## src/rtl/eeg_pkg.sv

```systemverilog
// Shared constants and issue-FSM state encoding for the EEG frame loader.
// Latency: n/a (definitions only).
// Backpressure: n/a.
package eeg_pkg;
    localparam int FRAME_LEN  = 8;
    localparam int DATA_W_DEF = 8;
    localparam int PTR_W      = $clog2(FRAME_LEN);

    localparam logic [2:0] ST_IDLE   = 3'd0;
    localparam logic [2:0] ST_LAUNCH = 3'd1;
    localparam logic [2:0] ST_WAIT   = 3'd2;
    localparam logic [2:0] ST_LOAD   = 3'd3;
    localparam logic [2:0] ST_DRAIN  = 3'd4;

    typedef enum logic [2:0] {
        S_IDLE   = ST_IDLE,
        S_LAUNCH = ST_LAUNCH,
        S_WAIT   = ST_WAIT,
        S_LOAD   = ST_LOAD,
        S_DRAIN  = ST_DRAIN
    } issue_state_t;
endpackage

```

## src/rtl/eeg_frame_loader_if.sv

```systemverilog
// Sample stream in, parallel frame and DCT/buffer sequencing out.
// Latency: n/a (wiring only).
// Backpressure: s_ready gates s_valid; the frame side has none.
interface eeg_frame_loader_if
    import eeg_pkg::*;
#(
    parameter int DATA_W = DATA_W_DEF
);
    logic                     s_valid;
    logic signed [DATA_W-1:0] s_data;
    logic                     s_ready;
    logic                     flush;
    logic signed [DATA_W-1:0] out0, out1, out2, out3, out4, out5, out6, out7;
    logic                     dct_en;
    logic                     dct_cs;
    logic                     buf_en;
    logic                     busy;
    logic [15:0]              frame_cnt;

    modport master (
        output s_valid, s_data, flush,
        input  s_ready, out0, out1, out2, out3, out4, out5, out6, out7,
        input  dct_en, dct_cs, buf_en, busy, frame_cnt
    );

    modport slave (
        input  s_valid, s_data, flush,
        output s_ready, out0, out1, out2, out3, out4, out5, out6, out7,
        output dct_en, dct_cs, buf_en, busy, frame_cnt
    );
endinterface

```

## src/rtl/eeg_frame_bank.sv

```systemverilog
// One 8-sample frame store: indexed write, zero-pad from an index, parallel read.
// Latency: writes visible on rd the cycle after the edge.
// Backpressure: none; the caller only writes a bank that is not full.
module eeg_frame_bank
    import eeg_pkg::*;
#(
    parameter int DATA_W = DATA_W_DEF
) (
    input  logic                                clk,
    input  logic                                we,
    input  logic [PTR_W-1:0]                    widx,
    input  logic [DATA_W-1:0]                   wdata,
    input  logic                                pad,
    input  logic [PTR_W:0]                      pad_from,
    output logic [FRAME_LEN-1:0][DATA_W-1:0]    rd
);
    logic [FRAME_LEN-1:0][DATA_W-1:0] mem;

    // The written slot wins over padding so a sample arriving with flush is kept.
    always_ff @(posedge clk) begin
        for (int i = 0; i < FRAME_LEN; i++) begin
            if (we && (widx == PTR_W'(i))) begin
                mem[i] <= wdata;
            end else if (pad && ((PTR_W+1)'(i) >= pad_from)) begin
                mem[i] <= '0;
            end
        end
    end

    assign rd = mem;
endmodule

```

## src/rtl/eeg_frame_loader.sv

```systemverilog
// Packs serial EEG samples into ping-pong 8-sample frames and sequences DCT/buffer.
// Latency: 8th accept at t -> dct_en at t+2; one frame per 3+DCT_LAT+DRAIN_CYC cycles.
// Backpressure: s_ready drops (registered) while both banks hold unissued frames.
module eeg_frame_loader
    import eeg_pkg::*;
#(
    parameter int DATA_W    = DATA_W_DEF,
    parameter int DCT_LAT   = 4,
    parameter int DRAIN_CYC = 8
) (
    input  logic                clk,
    input  logic                rst,
    eeg_frame_loader_if.slave   bus
);
    localparam int CNT_W = 8;

    issue_state_t                       state_q, state_d;
    logic [CNT_W-1:0]                   cnt_q;
    logic [PTR_W-1:0]                   wr_ptr;
    logic                               fill_bank, issue_bank;
    logic [1:0]                         full_q, full_d;
    logic                               s_ready_q;
    logic [15:0]                        frame_cnt_q;
    logic [FRAME_LEN-1:0][DATA_W-1:0]   rd0, rd1, out_q;
    logic                               accept, last, do_flush, close, drain_done;
    logic                               dct_en, dct_cs, buf_en;
    logic [1:0]                         we, pad;
    logic [PTR_W:0]                     pad_from;

    assign accept     = bus.s_valid && s_ready_q;
    assign last       = accept && (wr_ptr == PTR_W'(FRAME_LEN-1));
    assign do_flush   = bus.flush && !last && (accept || (wr_ptr != '0));
    assign close      = last || do_flush;
    assign drain_done = (state_q == S_DRAIN) && (cnt_q == CNT_W'(DRAIN_CYC-1));
    assign pad_from   = accept ? ({1'b0, wr_ptr} + (PTR_W+1)'(1)) : {1'b0, wr_ptr};

    always_comb begin
        we  = '0;
        pad = '0;
        we[fill_bank]  = accept;
        pad[fill_bank] = do_flush;
    end

    eeg_frame_bank #(.DATA_W(DATA_W)) u_bank0 (
        .clk(clk), .we(we[0]), .widx(wr_ptr), .wdata(bus.s_data),
        .pad(pad[0]), .pad_from(pad_from), .rd(rd0)
    );

    eeg_frame_bank #(.DATA_W(DATA_W)) u_bank1 (
        .clk(clk), .we(we[1]), .widx(wr_ptr), .wdata(bus.s_data),
        .pad(pad[1]), .pad_from(pad_from), .rd(rd1)
    );

    // Drain always targets the issue bank and close the fill bank; they never coincide.
    always_comb begin
        full_d = full_q;
        if (drain_done) full_d[issue_bank] = 1'b0;
        if (close)      full_d[fill_bank]  = 1'b1;
    end

    always_ff @(posedge clk) begin
        if (rst) begin
            wr_ptr      <= '0;
            fill_bank   <= 1'b0;
            issue_bank  <= 1'b0;
            full_q      <= '0;
            s_ready_q   <= 1'b0;
            frame_cnt_q <= '0;
        end else begin
            if (close) begin
                wr_ptr <= '0;
            end else if (accept) begin
                wr_ptr <= wr_ptr + PTR_W'(1);
            end
            fill_bank <= fill_bank ^ close;
            if (drain_done) begin
                issue_bank  <= ~issue_bank;
                frame_cnt_q <= frame_cnt_q + 16'd1;
            end
            full_q    <= full_d;
            s_ready_q <= !full_d[fill_bank ^ close];
        end
    end

    always_ff @(posedge clk) begin
        if (rst) begin
            state_q <= S_IDLE;
            cnt_q   <= '0;
            out_q   <= '0;
        end else begin
            state_q <= state_d;
            cnt_q   <= (state_d != state_q) ? '0 : cnt_q + CNT_W'(1);
            if ((state_q == S_IDLE) && (state_d == S_LAUNCH)) begin
                out_q <= issue_bank ? rd1 : rd0;
            end
        end
    end

    always_comb begin
        state_d = state_q;
        dct_en  = 1'b0;
        dct_cs  = 1'b0;
        buf_en  = 1'b0;
        case (state_q)
            S_IDLE: begin
                if (full_q[issue_bank]) state_d = S_LAUNCH;
            end
            S_LAUNCH: begin
                dct_en  = 1'b1;
                dct_cs  = 1'b1;
                state_d = S_WAIT;
            end
            S_WAIT: begin
                dct_cs = 1'b1;
                if (cnt_q == CNT_W'(DCT_LAT-1)) state_d = S_LOAD;
            end
            S_LOAD: begin
                buf_en  = 1'b1;
                state_d = S_DRAIN;
            end
            S_DRAIN: begin
                buf_en = 1'b1;
                if (drain_done) state_d = S_IDLE;
            end
            default: state_d = S_IDLE;
        endcase
    end

    assign bus.s_ready   = s_ready_q;
    assign bus.dct_en    = dct_en;
    assign bus.dct_cs    = dct_cs;
    assign bus.buf_en    = buf_en;
    assign bus.busy      = (state_q != S_IDLE) || (|full_q);
    assign bus.frame_cnt = frame_cnt_q;
    assign bus.out0      = out_q[0];
    assign bus.out1      = out_q[1];
    assign bus.out2      = out_q[2];
    assign bus.out3      = out_q[3];
    assign bus.out4      = out_q[4];
    assign bus.out5      = out_q[5];
    assign bus.out6      = out_q[6];
    assign bus.out7      = out_q[7];
endmodule

```

## src/flat_wrapper.sv

```systemverilog
// flat-port wrapper written by rule: the top's interface ports become plain ports
module eeg_frame_loader_flat import eeg_pkg::*;
#(
    parameter int DATA_W    = DATA_W_DEF,
    parameter int DCT_LAT   = 4,
    parameter int DRAIN_CYC = 8
)
  (clk, rst, bus_s_valid, bus_s_data, bus_flush, bus_s_ready, bus_out0, bus_out1, bus_out2, bus_out3, bus_out4, bus_out5, bus_out6, bus_out7, bus_dct_en, bus_dct_cs, bus_buf_en, bus_busy, bus_frame_cnt);
  eeg_frame_loader_if #(.DATA_W(DATA_W)) bus_i ();
  input  logic clk;
  input  logic rst;
  input wire logic [$bits(bus_i.s_valid)-1:0] bus_s_valid;
  input wire logic [$bits(bus_i.s_data)-1:0] bus_s_data;
  input wire logic [$bits(bus_i.flush)-1:0] bus_flush;
  output wire logic [$bits(bus_i.s_ready)-1:0] bus_s_ready;
  output wire logic [$bits(bus_i.out0)-1:0] bus_out0;
  output wire logic [$bits(bus_i.out1)-1:0] bus_out1;
  output wire logic [$bits(bus_i.out2)-1:0] bus_out2;
  output wire logic [$bits(bus_i.out3)-1:0] bus_out3;
  output wire logic [$bits(bus_i.out4)-1:0] bus_out4;
  output wire logic [$bits(bus_i.out5)-1:0] bus_out5;
  output wire logic [$bits(bus_i.out6)-1:0] bus_out6;
  output wire logic [$bits(bus_i.out7)-1:0] bus_out7;
  output wire logic [$bits(bus_i.dct_en)-1:0] bus_dct_en;
  output wire logic [$bits(bus_i.dct_cs)-1:0] bus_dct_cs;
  output wire logic [$bits(bus_i.buf_en)-1:0] bus_buf_en;
  output wire logic [$bits(bus_i.busy)-1:0] bus_busy;
  output wire logic [$bits(bus_i.frame_cnt)-1:0] bus_frame_cnt;
  assign bus_i.s_valid = bus_s_valid;
  assign bus_i.s_data = bus_s_data;
  assign bus_i.flush = bus_flush;
  assign bus_s_ready = bus_i.s_ready;
  assign bus_out0 = bus_i.out0;
  assign bus_out1 = bus_i.out1;
  assign bus_out2 = bus_i.out2;
  assign bus_out3 = bus_i.out3;
  assign bus_out4 = bus_i.out4;
  assign bus_out5 = bus_i.out5;
  assign bus_out6 = bus_i.out6;
  assign bus_out7 = bus_i.out7;
  assign bus_dct_en = bus_i.dct_en;
  assign bus_dct_cs = bus_i.dct_cs;
  assign bus_buf_en = bus_i.buf_en;
  assign bus_busy = bus_i.busy;
  assign bus_frame_cnt = bus_i.frame_cnt;
  eeg_frame_loader #(.DATA_W(DATA_W), .DCT_LAT(DCT_LAT), .DRAIN_CYC(DRAIN_CYC)) u_core (.clk(clk), .rst(rst), .bus(bus_i));
endmodule
```

## config.mk

```make
export PLATFORM = sky130hd
export DESIGN_NAME = eeg_frame_loader_flat
export DESIGN_NICKNAME = d
export VERILOG_FILES = /design/src/rtl/eeg_pkg.sv /design/src/rtl/eeg_frame_loader_if.sv /design/src/rtl/eeg_frame_bank.sv /design/src/rtl/eeg_frame_loader.sv /design/src/flat_wrapper.sv
export SDC_FILE = /design/constraint.sdc
export NUM_CORES = 1
export LEC_CHECK = 0
export CORE_ASPECT_RATIO = 0.6
export CORE_MARGIN = 10
export CORE_UTILIZATION = 40
export CTS_BUF_LIST = sky130_fd_sc_hd__clkbuf_16
export DETAILED_ROUTE_END_ITERATION = 8
export PLACE_DENSITY_LB_ADDON = 0.12
export SLEW_MARGIN = 25
export SYNTH_ARGS = -nofsm -noshare
export SYNTH_HDL_FRONTEND = slang
export SYNTH_SLANG_ARGS = --single-unit
```

## constraint.sdc

```tcl
create_clock -name clk -period 5.7 [get_ports clk]
set_clock_uncertainty 0.1 [all_clocks]
set_input_delay 0.855 -clock clk [delete_from_list [all_inputs] [get_ports clk]]
set_output_delay 0.855 -clock clk [all_outputs]
set_load 0.02 [all_outputs]
```

==> run metrics, run 1 <==
met3 usage under 10%; mapped cell area ~9500 sq um; most frequent cells in the layout edfxtp_1 (128), dfxtp_1 (98), nor2_1 (97), clkdlybuf4s50_1 (95), and3_1 (89); predominant post-synthesis flop cell edfxtp_1; first-pass GRT wire length between 30000 and 40000 microns; overall routing resource usage 15.0%; CTS tree done; Worst path slowest cell o2bb2ai_1; FF+latch area 5830 sq um; DR iter-0 viols 496; Critical Path RT between 5 and 6 ns; fin util 49.1%; most common cell after layout, fill and taps aside edfxtp_1; Clock Power Share around two fifths; Crit Path Category flip-flop to flip-flop; Die Y approximately 140 microns; startpoint class of the critical path flip-flop; Worst EP arrival between 3 and 4 ns; final WL roughly 23000 microns; Root Driver clkbuf_16; Hold Crit Class flip-flop to flip-flop; final antenna-violating net count 0; Layout area overhead 19.8%; worst path cell trace ha_1 -> ha_1 -> nor2_1 -> o2bb2ai_1 -> o311a_1; vias per cell around 5.2; largest net degree at the start of global routing 93; Crit Path Max Fanout 19; CORE AREA between 20000 and 25000 sq um; Net Sw Frac 24.9%; fin nets approximately 900; CP peak stage delay 0.63 ns; Mapped Cells between 800 and 900; crit end category flip-flop; number of global-route vias before repair roughly 6200; Pleak around 0.0041 uW; First-pass DRT Iterations 5; vias after detailed routing roughly 6400; Clock Latency Late Sink roughly 0.51 ns; number of setup violations in the final report 0; Setup Fix Bufs, Post-CTS 0; Slew headroom a little over a third; Design Power about 3800 uW; starting density of the core between 40 and 50%; CP dominant cell by count ha_1; status finished, final reports clean; Net Switching approximately 950 uW; drt wl/cell approximately 19 microns; met2 Resource Use GR between 20% and 30%; DIE AREA 30600 sq um; Reg clk slew, reported paths around 0.070 ns; total internal power between 2000 and 3000 uW; synth warn 0; Slew @ Worst Pin approximately 0.96 ns; antenna violations before repair 1; share of layout cells above drive strength 1 between 5 and 6%; fillcell total 2070; area of the multi-input gates approximately 3400 sq um; GPL Wtd Cong just over 0.8; deepest clock path buffer count 3; global route hottest layer met1; #FFs+latches synth around 230; grt ovf 0; ys async rst share 0%; hpwl dp between 15000 and 20000 microns; hold buffer count at CTS 0; Num CTS Buffers 22; max cap viols 0; register area share after synthesis around three fifths; RSZ-0062 raised after global routing no; setup tns final 0 ns; Die Width 219 microns; pwr dens around 330 nW/um^2; clock sinks 227; Port Buffer Count 96; CTS resizes 0; Final min period ~3.2 ns; DRC errors left 0; period utilisation layout between 50 and 60%; Comb pwr share ~12%; syn nets between 800 and 900; GRT met1 Usage between 20% and 30%; synthesized area per cell ~11 sq um; worst hold margin between 0.3 and 0.4 ns; Rows 43; htree depth 1; Reg power frac about half; VDD IR-drop max 0.187 mV; Synth cell types 45; I/O Pins 97; Final Hold Vio Count 0; Post-synth EDFFs 128; timing-limited maximum frequency 317 MHz; final slew viol count 0
[flip-flops by register name (all words and copies together), names as in the netlist, 3 cells and up]
| signal | cells |
|---|---|
| u_core.bus.out4 | 8 |
| u_core.bus.out6 | 8 |
| u_core.u_bank1.rd | 64 |
| u_core.state_q | 3 |
| u_core.u_bank0.rd | 64 |
| u_core.bus.out1 | 8 |
| u_core.bus.out2 | 8 |
| u_core.bus.frame_cnt | 16 |
| u_core.bus.out3 | 8 |
| u_core.cnt_q | 8 |
| u_core.bus.out5 | 8 |
| u_core.bus.out0 | 8 |
| u_core.bus.out7 | 8 |
| u_core.wr_ptr | 3 |
[power by group through the flow]
stage / clock network, uW / registers [uW] / logic [uW]
after floorplan: 0 / 1970 / 208
after global placement: 0 / 1920 / 457
after detailed placement: 0 / 1930 / 468
after CTS: 1500 / 1890 / 470
after global routing: 1570 / 1900 / 508
final: 1470 / 1890 / 465
[final timing paths]
| path | start | end | slack (ns) | depth (start not counted) |
|---|---|---|---|---|
| min reg2reg | u_core.cnt_q[0] | u_core.cnt_q[0] | 0.37 | 1 |
| max | u_core.wr_ptr[0] | u_core.u_bank0.rd[62] | 2.54 | 5 |
| min | u_core.cnt_q[0] | u_core.cnt_q[0] | 0.37 | 1 |
| max reg2reg | u_core.wr_ptr[0] | u_core.u_bank0.rd[62] | 2.54 | 5 |
[cell type report]
cell class	instances	area share [%]
clock inverters	17	1.28
flip-flops and latches	227	51.0
inverters	9	0.296
clock buffers	23	5.04
well taps	315	3.45
multi-input cells	522	29.9
repair buffers	103	9.03
diodes	1	0.0219
[cell usage after synthesis (2+ instances only)]
library cell,n,area share (%)
nor3_1,11,0.58
o311a_1,2,0.21
and2_1,49,3.2
xor2_1,8,0.73
and3_1,89,5.8
dfxtp_1,99,21
edfxtp_1,128,40
nand3_1,13,0.68
nor4_4,2,0.45
nor2_1,99,3.9
xnor2_1,15,1.4
buf_1,4,0.16
or3_1,2,0.13
a21oi_1,9,0.47
and4_1,2,0.18
o21bai_1,4,0.31
a21o_1,2,0.16
mux2i_1,65,6.8
ha_1,8,1.0
a211oi_1,66,5.2
inv_1,9,0.35
nand4_1,2,0.13
clkbuf_1,66,2.6
nand2_1,34,1.3
nand2b_1,3,0.20
o21ai_0,16,0.84
nor3_2,5,0.52
[cells by family (layout without fill, tap and decap cells)]
kind of cell | Yosys count | in the layout | share of synthesized area, %
xor gates and xnor gates | 23 | 23 | 2.11
buffers and inverters | 81 | 152 | 3.28
muxes | 65 | 65 | 6.82
DFF | 227 | 227 | 61.1
adders and majority gates | 8 | 8 | 1.05
and+or+nand+nor | 320 | 320 | 17.9
AOI/OAI and AO/OA | 106 | 106 | 7.78
other | 0 | 1 | 0
[routing by layer]
metal	wire length (microns)	up-vias
met3	1300	29
li1	-	3089
met1	11800	3101
met2	9900	157
met5	0	-
met4	422	0
[metrics by stage]
stage / setup slack, ns / std cells / cell area (sq um)
final: 2.54 / 1217 / 11400
after global routing: 2.29 / 1216 / 11400
after CTS: 2.29 / 1215 / 11400
after detailed placement: 1.77 / 1175 / 10700
after global placement: 2.02 / 1175 / 10700
after floorplan: 2.98 / 830 / 9540
[critical path: cells and delay by family, from the launching register on]
| family | cells | cell delay [ns] |
|---|---|---|
| compound gates | 2 | 1.19 |
| simple gates | 1 | 0.10 |
| flops | 1 | 0.61 |
| fa+ha+maj | 2 | 0.79 |
Note: power is estimated with default switching activity, not from simulation.
==> run 2, diff against run 1 <==
==> constraint.sdc (replaced) <==
create_clock -name clk -period 2.6 [get_ports clk]
set_clock_uncertainty 0.1 [all_clocks]
set_input_delay 0.39 -clock clk [delete_from_list [all_inputs] [get_ports clk]]
set_output_delay 0.39 -clock clk [all_outputs]
set_load 0.02 [all_outputs]
==> run metrics, run 2 (same netlist as run 1, synthesis figures left out) <==
Hold Crit Class primary input to flip-flop; Die Width 219 microns (unchanged); Port Buffer Count 96 (unchanged); Non-Filler Instances 1257 (+3.3%); GPL Wtd Cong 0.865 (+5.8%); Num CTS Buffers 22 (unchanged); vias per cell 5.12 (-2.2%); vias after detailed routing 6442 (+1.0%); worst hold margin 0.212 ns (-0.162 ns); CTS resizes 1 (+1); Slew headroom 41.0% (+5.2 points); hold buffer count at CTS 0 (unchanged); fin nets 944 (+4.3%); final setup margin 0.174 ns (-2.37 ns); grt ovf 0 (unchanged); Critical Path RT 2.70 ns (-3.06 ns); status finished, final reports clean; CTS tree done; number of global-route vias before repair 6284 (+1.9%); hpwl dp 15300 microns (-2.5%); Die Y 140 microns (unchanged); final WL 22800 microns (-2.8%); DIE AREA 30600 sq um (unchanged); antenna violations before repair 1 (unchanged); CP peak stage delay 0.49 ns (-0.14 ns); DR iter-0 viols 431 (-13%); Final Hold Vio Count 0 (unchanged); max cap viols 0 (unchanged); First-pass DRT Iterations 5 (unchanged); Crit Path Max Fanout 8 (-11); CP dominant cell by count buf_4; clock sinks 227 (unchanged); pre-CTS WS -0.00209 ns (-1.77 ns); Root Driver clkbuf_16; VDD IR-drop max 0.376 mV (+100%); Setup Fix Bufs, Post-CTS 0 (unchanged); most frequent cells in the layout edfxtp_1 (128), nor2_1 (99), dfxtp_1 (97), clkdlybuf4s50_1 (94), and3_1 (89); timing-limited maximum frequency 412 MHz (+30%); worst path cell trace inv_1 -> ha_1 -> nand2b_1 -> o211ai_1 -> buf_4 -> nor2_1 -> nand2_1 -> o21ai_0 -> buf_4; Crit Path Category flip-flop to flip-flop; Rows 43 (unchanged); Worst path top cell family by delay buffers and inverters; Worst Path Buf+Inv 3 (+3); Worst EP arrival 2.53 ns (-0.69 ns); htree depth 1 (unchanged); Pleak 0.00431 uW (+5.3%); startpoint class of the critical path flip-flop; DRC errors left 0 (unchanged); most common cell after layout, fill and taps aside edfxtp_1; fin util 50.1% (+1.0 points); placed insts 1215 (+3.4%); Final min period 2.43 ns (-0.733 ns); pwr dens 693 nW/um^2 (+110%); Reg clk slew, reported paths 0.07 ns (about the same); largest net degree at the start of global routing 92 (-1.1%); RSZ-0062 raised after global routing no; number of setup violations in the final report 0 (unchanged); Clock Latency Late Sink 0.51 ns (about the same); I/O Pins 97 (unchanged); period utilisation layout 93.3% (+38 points); worst hold start rst; drt wl/cell 18.1 microns (-5.9%); final antenna-violating net count 0 (unchanged); Worst path slowest cell dfxtp_1; CP startpoint u_core.wr_ptr[0]; Slew @ Worst Pin 0.882 ns (-0.0781 ns); overall routing resource usage 14.6% (-0.42 points); Worst R2R Start u_core.wr_ptr[0]; first-pass GRT wire length 35800 microns (-2.5%); crit end category flip-flop; CORE AREA 23300 sq um (unchanged); share of layout cells above drive strength 1 9.04% (+3.4 points); starting density of the core 40.9% (unchanged); deepest clock path buffer count 3 (unchanged); final slew viol count 0 (unchanged); Layout area overhead 22.3%
==> run 2: cell count changes in the layout (fill, tap and decap cells not counted), sizes merged <==
cell and delta:
diode +1, buf +39, clkdlybuf4s50 -1, dlygate4sd2 +1, clkinv -8, inv +11, bufinv -3
==> run 2: metal layers <==
metal	vias up	global-route usage, %	routed length, microns
met4	0	3.51	381
li1	3178	-	-
met5	-	0	0
met2	143	21.6	9880
met3	29	2.88	1270
met1	3092	21.3	11300
==> run 2: path summary, 6_finish.rpt <==
kind	depth (start not counted)	endpoint	slack, ns
worst max-delay path	9	u_core.u_bank0.rd[8]	0.17
worst min-delay path	3	u_core.cnt_q[1]	0.21
worst max register to register	9	u_core.u_bank0.rd[8]	0.17
worst min register to register	2	u_core.bus.out0[7]	0.40
==> run 2: per-stage QoR <==
stage / area [sq um] / total power, uW / TNS [ns]
floorplan: 9540 / 4780 / 0
global placement: 11000 / 5280 / 0
detailed placement: 11000 / 5300 / -0.0160
CTS: 11700 / 8170 / 0
global route: 11700 / 8420 / 0
finish: 11700 / 8080 / 0
==> run 2: report_power, final <==
part / switching (uW) / internal, uW
clock network: 1290 / 1580
logic: 633 / 442
registers: 120 / 4020
total: 2040 / 6040
==> run 2: layout make-up <==
cell class	instances	area [sq um]
Clock inverter	17	63.8
Timing Repair Buffer	142	1350
Tap cell	315	394
Clock buffer	23	576
Inverter	9	33.8
Fill cell	2076	11600
Multi-Input combinational cell	522	3420
Antenna cell	2	5.00
Sequential cell	227	5830
==> run 2: worst reg2reg max path: stages, from the launching register on <==
cell	delay, ns
dfxtp_1	0.49
inv_1	0.13
ha_1	0.25
nand2b_1	0.13
o211ai_1	0.14
buf_4	0.18
nor2_1	0.13
nand2_1	0.14
o21ai_0	0.22
buf_4	0.22
